File: src/rtl/wb_commit_trace_pkg.sv
// Shared trace entry layout (TraceEntryBus) for the commit trace buffer and the difftest bridge.
// Fields are packed LSB first: llbit, llbit_we, wdata, wdest, wen, instr, pc.
package wb_commit_trace_pkg;

  localparam int DEF_DEPTH  = 8;
  localparam int DEF_ADDR_W = 32;
  localparam int DEF_DATA_W = 32;
  localparam int DEF_REGA_W = 5;

  localparam int TE_OFF_LLBIT    = 0;
  localparam int TE_OFF_LLBIT_WE = 1;
  localparam int TE_OFF_WDATA    = 2;

  function automatic int te_off_wdest(int data_w);
    return TE_OFF_WDATA + data_w;
  endfunction

  function automatic int te_off_wen(int data_w, int rega_w);
    return te_off_wdest(data_w) + rega_w;
  endfunction

  function automatic int te_off_instr(int data_w, int rega_w);
    return te_off_wen(data_w, rega_w) + 1;
  endfunction

  function automatic int te_off_pc(int data_w, int rega_w);
    return te_off_instr(data_w, rega_w) + data_w;
  endfunction

  function automatic int te_width(int addr_w, int data_w, int rega_w);
    return te_off_pc(data_w, rega_w) + addr_w;
  endfunction

  localparam int TRACE_ENTRY_W = te_width(DEF_ADDR_W, DEF_DATA_W, DEF_REGA_W);

endpackage

File: src/rtl/wb_commit_trace_sync_fifo.sv
// Level-tracked synchronous FIFO; full/empty derive from the occupancy count, pointers wrap freely.
module sync_fifo #(
  parameter int WIDTH = 8,
  parameter int DEPTH = 8
) (
  input  logic                     clk,
  input  logic                     rst,
  input  logic                     push,
  input  logic                     pop,
  input  logic [WIDTH-1:0]         wdata,
  output logic [WIDTH-1:0]         rdata,
  output logic                     full,
  output logic                     empty,
  output logic [$clog2(DEPTH):0]   level,
  output logic [$clog2(DEPTH):0]   level_next
);

  localparam int PTR_W = $clog2(DEPTH);
  localparam int LVL_W = PTR_W + 1;

  logic [WIDTH-1:0] mem [DEPTH];
  logic [PTR_W-1:0] wr_ptr;
  logic [PTR_W-1:0] rd_ptr;
  logic [LVL_W-1:0] level_q;
  logic             do_push;
  logic             do_pop;

  assign full    = (level_q == LVL_W'(DEPTH));
  assign empty   = (level_q == '0);
  assign do_pop  = pop && !empty;
  assign do_push = push && (!full || do_pop);
  assign rdata   = mem[rd_ptr];
  assign level   = level_q;

  always_comb begin
    level_next = level_q;
    if (do_push && !do_pop)
      level_next = level_q + LVL_W'(1);
    else if (!do_push && do_pop)
      level_next = level_q - LVL_W'(1);
  end

  always_ff @(posedge clk or negedge rst) begin
    if (!rst) begin
      wr_ptr  <= '0;
      rd_ptr  <= '0;
      level_q <= '0;
      for (int i = 0; i < DEPTH; i++)
        mem[i] <= '0;
    end else begin
      if (do_push) begin
        mem[wr_ptr] <= wdata;
        wr_ptr      <= wr_ptr + PTR_W'(1);
      end
      if (do_pop)
        rd_ptr <= rd_ptr + PTR_W'(1);
      level_q <= level_next;
    end
  end

endmodule

File: src/rtl/wb_commit_trace.sv
// Commit trace buffer: normalises retirements from MEM/WB, queues them for the trace sink,
// counts accepted retirements and flags any that had to be dropped.
module wb_commit_trace
  import wb_commit_trace_pkg::*;
#(
  parameter int DEPTH  = DEF_DEPTH,
  parameter int ADDR_W = DEF_ADDR_W,
  parameter int DATA_W = DEF_DATA_W,
  parameter int REGA_W = DEF_REGA_W
) (
  input  logic                    clk,
  input  logic                    rst,
  input  logic                    wb_commit_valid,
  input  logic [ADDR_W-1:0]       wb_commit_pc,
  input  logic [DATA_W-1:0]       wb_commit_instr,
  input  logic                    wb_wreg,
  input  logic [REGA_W-1:0]       wb_wd,
  input  logic [DATA_W-1:0]       wb_wdata,
  input  logic                    wb_LLbit_we,
  input  logic                    wb_LLbit_value,
  input  logic                    ovf_clr,
  input  logic                    trace_ready,
  output logic                    trace_valid,
  output logic [ADDR_W-1:0]       trace_pc,
  output logic [DATA_W-1:0]       trace_instr,
  output logic                    trace_wen,
  output logic [REGA_W-1:0]       trace_wdest,
  output logic [DATA_W-1:0]       trace_wdata,
  output logic                    trace_llbit_we,
  output logic                    trace_llbit,
  output logic                    stall_req,
  output logic [$clog2(DEPTH):0]  level,
  output logic [63:0]             commit_count,
  output logic                    overflow
);

  localparam int LVL_W     = $clog2(DEPTH) + 1;
  localparam int ENTRY_W   = te_width(ADDR_W, DATA_W, REGA_W);
  localparam int OFF_WDEST = te_off_wdest(DATA_W);
  localparam int OFF_WEN   = te_off_wen(DATA_W, REGA_W);
  localparam int OFF_INSTR = te_off_instr(DATA_W, REGA_W);
  localparam int OFF_PC    = te_off_pc(DATA_W, REGA_W);

  logic               fifo_full;
  logic               fifo_empty;
  logic [LVL_W-1:0]   level_next;
  logic               pop;
  logic               push;
  logic               drop;
  logic               norm_wen;
  logic [ENTRY_W-1:0] push_entry;
  logic [ENTRY_W-1:0] head_entry;
  logic [63:0]        commit_count_q;

  assign trace_valid = !fifo_empty;
  assign pop         = trace_valid && trace_ready;
  assign push        = wb_commit_valid && (!fifo_full || pop);
  assign drop        = wb_commit_valid && fifo_full && !pop;

  // Writes to r0 are architecturally invisible, so they are recorded as no-writes.
  assign norm_wen   = wb_wreg && (wb_wd != '0);
  assign push_entry = {wb_commit_pc,
                       wb_commit_instr,
                       norm_wen,
                       norm_wen ? wb_wd : {REGA_W{1'b0}},
                       norm_wen ? wb_wdata : {DATA_W{1'b0}},
                       wb_LLbit_we,
                       wb_LLbit_we & wb_LLbit_value};

  sync_fifo #(
    .WIDTH (ENTRY_W),
    .DEPTH (DEPTH)
  ) u_fifo (
    .clk        (clk),
    .rst        (rst),
    .push       (push),
    .pop        (pop),
    .wdata      (push_entry),
    .rdata      (head_entry),
    .full       (fifo_full),
    .empty      (fifo_empty),
    .level      (level),
    .level_next (level_next)
  );

  assign trace_pc       = head_entry[OFF_PC +: ADDR_W];
  assign trace_instr    = head_entry[OFF_INSTR +: DATA_W];
  assign trace_wen      = head_entry[OFF_WEN];
  assign trace_wdest    = head_entry[OFF_WDEST +: REGA_W];
  assign trace_wdata    = head_entry[TE_OFF_WDATA +: DATA_W];
  assign trace_llbit_we = head_entry[TE_OFF_LLBIT_WE];
  assign trace_llbit    = head_entry[TE_OFF_LLBIT];
  assign commit_count   = commit_count_q;

  // Stall two entries early: up to two retirements may already be past the stall point.
  always_ff @(posedge clk or negedge rst) begin
    if (!rst) begin
      commit_count_q <= '0;
      overflow       <= 1'b0;
      stall_req      <= 1'b0;
    end else begin
      if (push)
        commit_count_q <= commit_count_q + 64'd1;
      if (drop)
        overflow <= 1'b1;
      else if (ovf_clr)
        overflow <= 1'b0;
      stall_req <= (level_next >= LVL_W'(DEPTH - 2));
    end
  end

endmodule
File: config.mk
export PLATFORM = sky130hd
export DESIGN_NAME = wb_commit_trace
export DESIGN_NICKNAME = d
export VERILOG_FILES = /design/src/rtl/wb_commit_trace_pkg.sv /design/src/rtl/wb_commit_trace_sync_fifo.sv /design/src/rtl/wb_commit_trace.sv
export SDC_FILE = /design/constraint.sdc
export NUM_CORES = 2
export LEC_CHECK = 0
export BUFFER_PORTS_ARGS = -buffer_cell sky130_fd_sc_hd__buf_2
export CORE_ASPECT_RATIO = 0.8
export CORE_UTILIZATION = 30
export DETAILED_ROUTE_END_ITERATION = 10
export PLACE_DENSITY = 0.57
export SYNTH_ARGS = -nofsm -noshare
export SYNTH_HDL_FRONTEND = slang
export SYNTH_SLANG_ARGS = --single-unit
File: constraint.sdc
create_clock -name clk -period 2.5 [get_ports clk]
set_clock_uncertainty 0.05 [all_clocks]
set_input_delay 0.375 -clock clk [delete_from_list [all_inputs] [get_ports clk]]
set_output_delay 0.375 -clock clk [all_outputs]
set_load 0.05 [all_outputs]
==> flow_metrics.env <==
export IMPL_outcome="complete, but fails checks"
export IMPL_violations="DRC, setup timing"
export IMPL_die_w_um=410.3
export IMPL_netlist_area_sq_mm=0.04002
export IMPL_antenna_found_initial=4
export IMPL_hold_viol_final=0
export IMPL_gp_congestion=0.7578
export IMPL_grt_max_degree=164
export IMPL_min_period_ns=3.031
export IMPL_preCtsSetupSlack_ns=0.08369
export IMPL_synth_distinct_cells=45
export IMPL_synth_flop_cell="dfrtp_1"
export IMPL_max_freq_ghz=0.3300
export IMPL_post_synth_cell_area_avg_sq_um=13.97
export IMPL_start_kind="register"
export IMPL_final_antenna_net_count=0
export IMPL_setup_violations=104
export IMPL_ir_worst_vdd_mv=1.544
export IMPL_power_mw=77.14
export IMPL_wl_um=105000
export IMPL_postPlaceCellArea_sq_mm=0.04497
export IMPL_maxCapViolations=0
export IMPL_row_count=119
export IMPL_path_clk_slew_ns=0.06
export IMPL_dr_wl_met3_um=4168
export IMPL_dp_cells=4872
export IMPL_final_common_cell="dfrtp_1"
export IMPL_cts_root_buf="clkbuf_16"
export IMPL_slew_headroom_pct=34.20
export IMPL_port_buffers=283
export IMPL_worst_slew_pin_transition_ns=0.9871
export IMPL_num_io_pins=284
export IMPL_whs_ns=0.07479
export IMPL_n_fill_cell=12600
export IMPL_syn_to_final_growth_pct=27.04
export IMPL_grt_first_pass_wirelength_um=163300
export IMPL_final_instance_count_excl_fill=5161
export IMPL_synth_edff_count=0
export IMPL_highest_layer="met5"
export IMPL_synth_async_reset_ratio_pct=100.0
export IMPL_floorplan_die_area_sq_mm=0.1349
export IMPL_crit_type="reg -> out"
export IMPL_track_usage_pct=15.67
export IMPL_hpwl_um=64650
export IMPL_grt_overflow=0
export IMPL_via_count=24900
export IMPL_end_kind="primary output"
export IMPL_wl_met1_um=50260
export IMPL_final_cell_mix="903 x dfrtp_1, 554 x mux2_2, 373 x nand2_1"
export IMPL_clock_latency_ns=0.69
export IMPL_period_share_pct=121.2
export IMPL_drv_slew=0
export IMPL_hp_class="in -> reg"
export IMPL_ys_warn_count=0
export IMPL_drt_iter0_markers=1594
export IMPL_final_core_util_pct=38.54
export IMPL_drive_gt1_share_pct=43.95
export IMPL_core_sq_mm=0.1319
export IMPL_power_leakage_nw=22.48
export IMPL_start_util_pct=30.34
export IMPL_wl_per_cell_um=20.35
export IMPL_cts_tree="built"
export IMPL_cts_buffers=98
export IMPL_num_nets_final=3448
export IMPL_rsz0062_at_grt="true"
export IMPL_power_density_mw_per_mm2=1517
export IMPL_cp_max_fo=8
export IMPL_drcViolationCount=14
export IMPL_cts_num_sinks=908
export IMPL_htreeDepth=3
export IMPL_die_height_um=328.7
export IMPL_arrival_ns=2.61
export IMPL_drt_pass1_iterations=10
export IMPL_fin_ws_ns=-0.5305
export IMPL_wl_met2_um=48530
export IMPL_viasPerCell=4.825
export IMPL_clockBufferDepth=3
export IMPL_synth_seq_cells=908
export IMPL_postSynthCellCount=2865
export IMPL_finalSetupTns_ns=-48.51
export IMPL_first_global_vias=26150
export IMPL_synth_seq_area_share_pct=56.78
export IMPL_syn_nets=2980
export IMPL_final_cell_area_sq_mm=0.05084
export IMPL_cp_required_ns=2.08
==> cell type report <==
class	count	area, sq um	area share [%]
sequential	908	22740	44.72
multi-input combinational	1754	16760	32.96
timing repair buffer	560	5804	11.42
clock buffer	138	2855	5.616
tap	1754	2195	4.317
clock inverter	35	447.9	0.8811
inverter	11	41.29	0.08122
antenna	1	2.502	0.004922
==> worst max-delay path, stage by stage (launching register included) <==
cell	delay (ns)
dfrtp_4	0.47
buf_12	0.17
buf_12	0.13
buf_16	0.14
mux4_2	0.52
mux2_4	0.30
buf_6	0.16
==> what timing repair did <==
action	4_1_cts	5_1_grt
setup buffers	18	4
endpoints found under the setup margin	105	186
pin swaps	0	0
gates resized for setup	291	42
hold buffers	78	0
hold endpoints to repair	900	0
gates cloned	13	5
==> logic make-up (layout without fill, tap and decap cells) <==
group,Yosys count,in the layout,synth area share (%)
other cells,0,1,0
flops,908,908,56.78
mux,838,838,29.43
fa+ha+maj,6,6,0.1876
buf+inv,203,744,2.198
xor+xnor,70,70,1.532
simple gates,520,520,5.859
compound gates,320,320,4.018
==> flip-flops by register name (all words and copies together), names as in the netlist <==
signal,flops
u_fifo.wr_ptr,3
stall_req,1
commit_count,64
u_fifo.mem,832
overflow,1
u_fifo.level,4
u_fifo.rd_ptr,3
==> final timing paths <==
kind                       slack, ns              from              end  depth (start not counted)
max in group asynchronous       1.22               rst  commit_count[8]                          3
setup / recovery               -0.53  u_fifo.rd_ptr[0]      trace_pc[0]                          6
hold reg to reg                 0.42   u_fifo.mem[328]  u_fifo.mem[328]                          2
min in group asynchronous       0.23               rst  u_fifo.mem[327]                          3
hold / removal                  0.07       wb_wdata[9]   u_fifo.mem[11]                          3
setup reg to reg                0.13   u_fifo.level[1]  u_fifo.mem[504]                         10
==> power by group <==
| part | internal [mW] | switching (mW) |
|---|---|---|
| combinational | 18.9 | 18.5 |
| sequential | 21.4 | 3.39 |
| clock | 8.78 | 6.17 |
| total | 49.1 | 28.1 |
==> synth_stat cells, drive strengths merged, types with 2 or more instances <==
| cell type | n | area [sq um] |
|---|---|---|
| and4 | 4 | 35.03 |
| ha | 6 | 75.07 |
| nand4bb | 2 | 22.52 |
| nand3 | 31 | 165.2 |
| mux4 | 208 | 4684 |
| mux2 | 628 | 7072 |
| nand2 | 373 | 1400 |
| nand2b | 2 | 12.51 |
| nand3b | 2 | 18.77 |
| or3b | 2 | 17.52 |
| nor2 | 28 | 105.1 |
| nor3 | 14 | 85.08 |
| nand4b | 3 | 26.28 |
| xnor2 | 42 | 367.9 |
| or4 | 4 | 33.78 |
| and3 | 10 | 62.56 |
| mux2i | 2 | 20.02 |
| nand4 | 29 | 193.9 |
| and2 | 2 | 12.51 |
| dfrtp | 908 | 22720 |
| o21ai | 317 | 1587 |
| xor2 | 28 | 245.2 |
| nor4 | 9 | 107.6 |
| clkbuf | 89 | 334.1 |
| buf | 103 | 504.2 |
| inv | 11 | 41.29 |
==> routing by layer <==
metal  vias up  GRT usage, %
met5         -             0
met3       133         2.984
li1      11340             -
met4         8         3.642
met2       400         24.18
met1     13020         22.70
No activity file was read; power rests on OpenSTA's default activity.
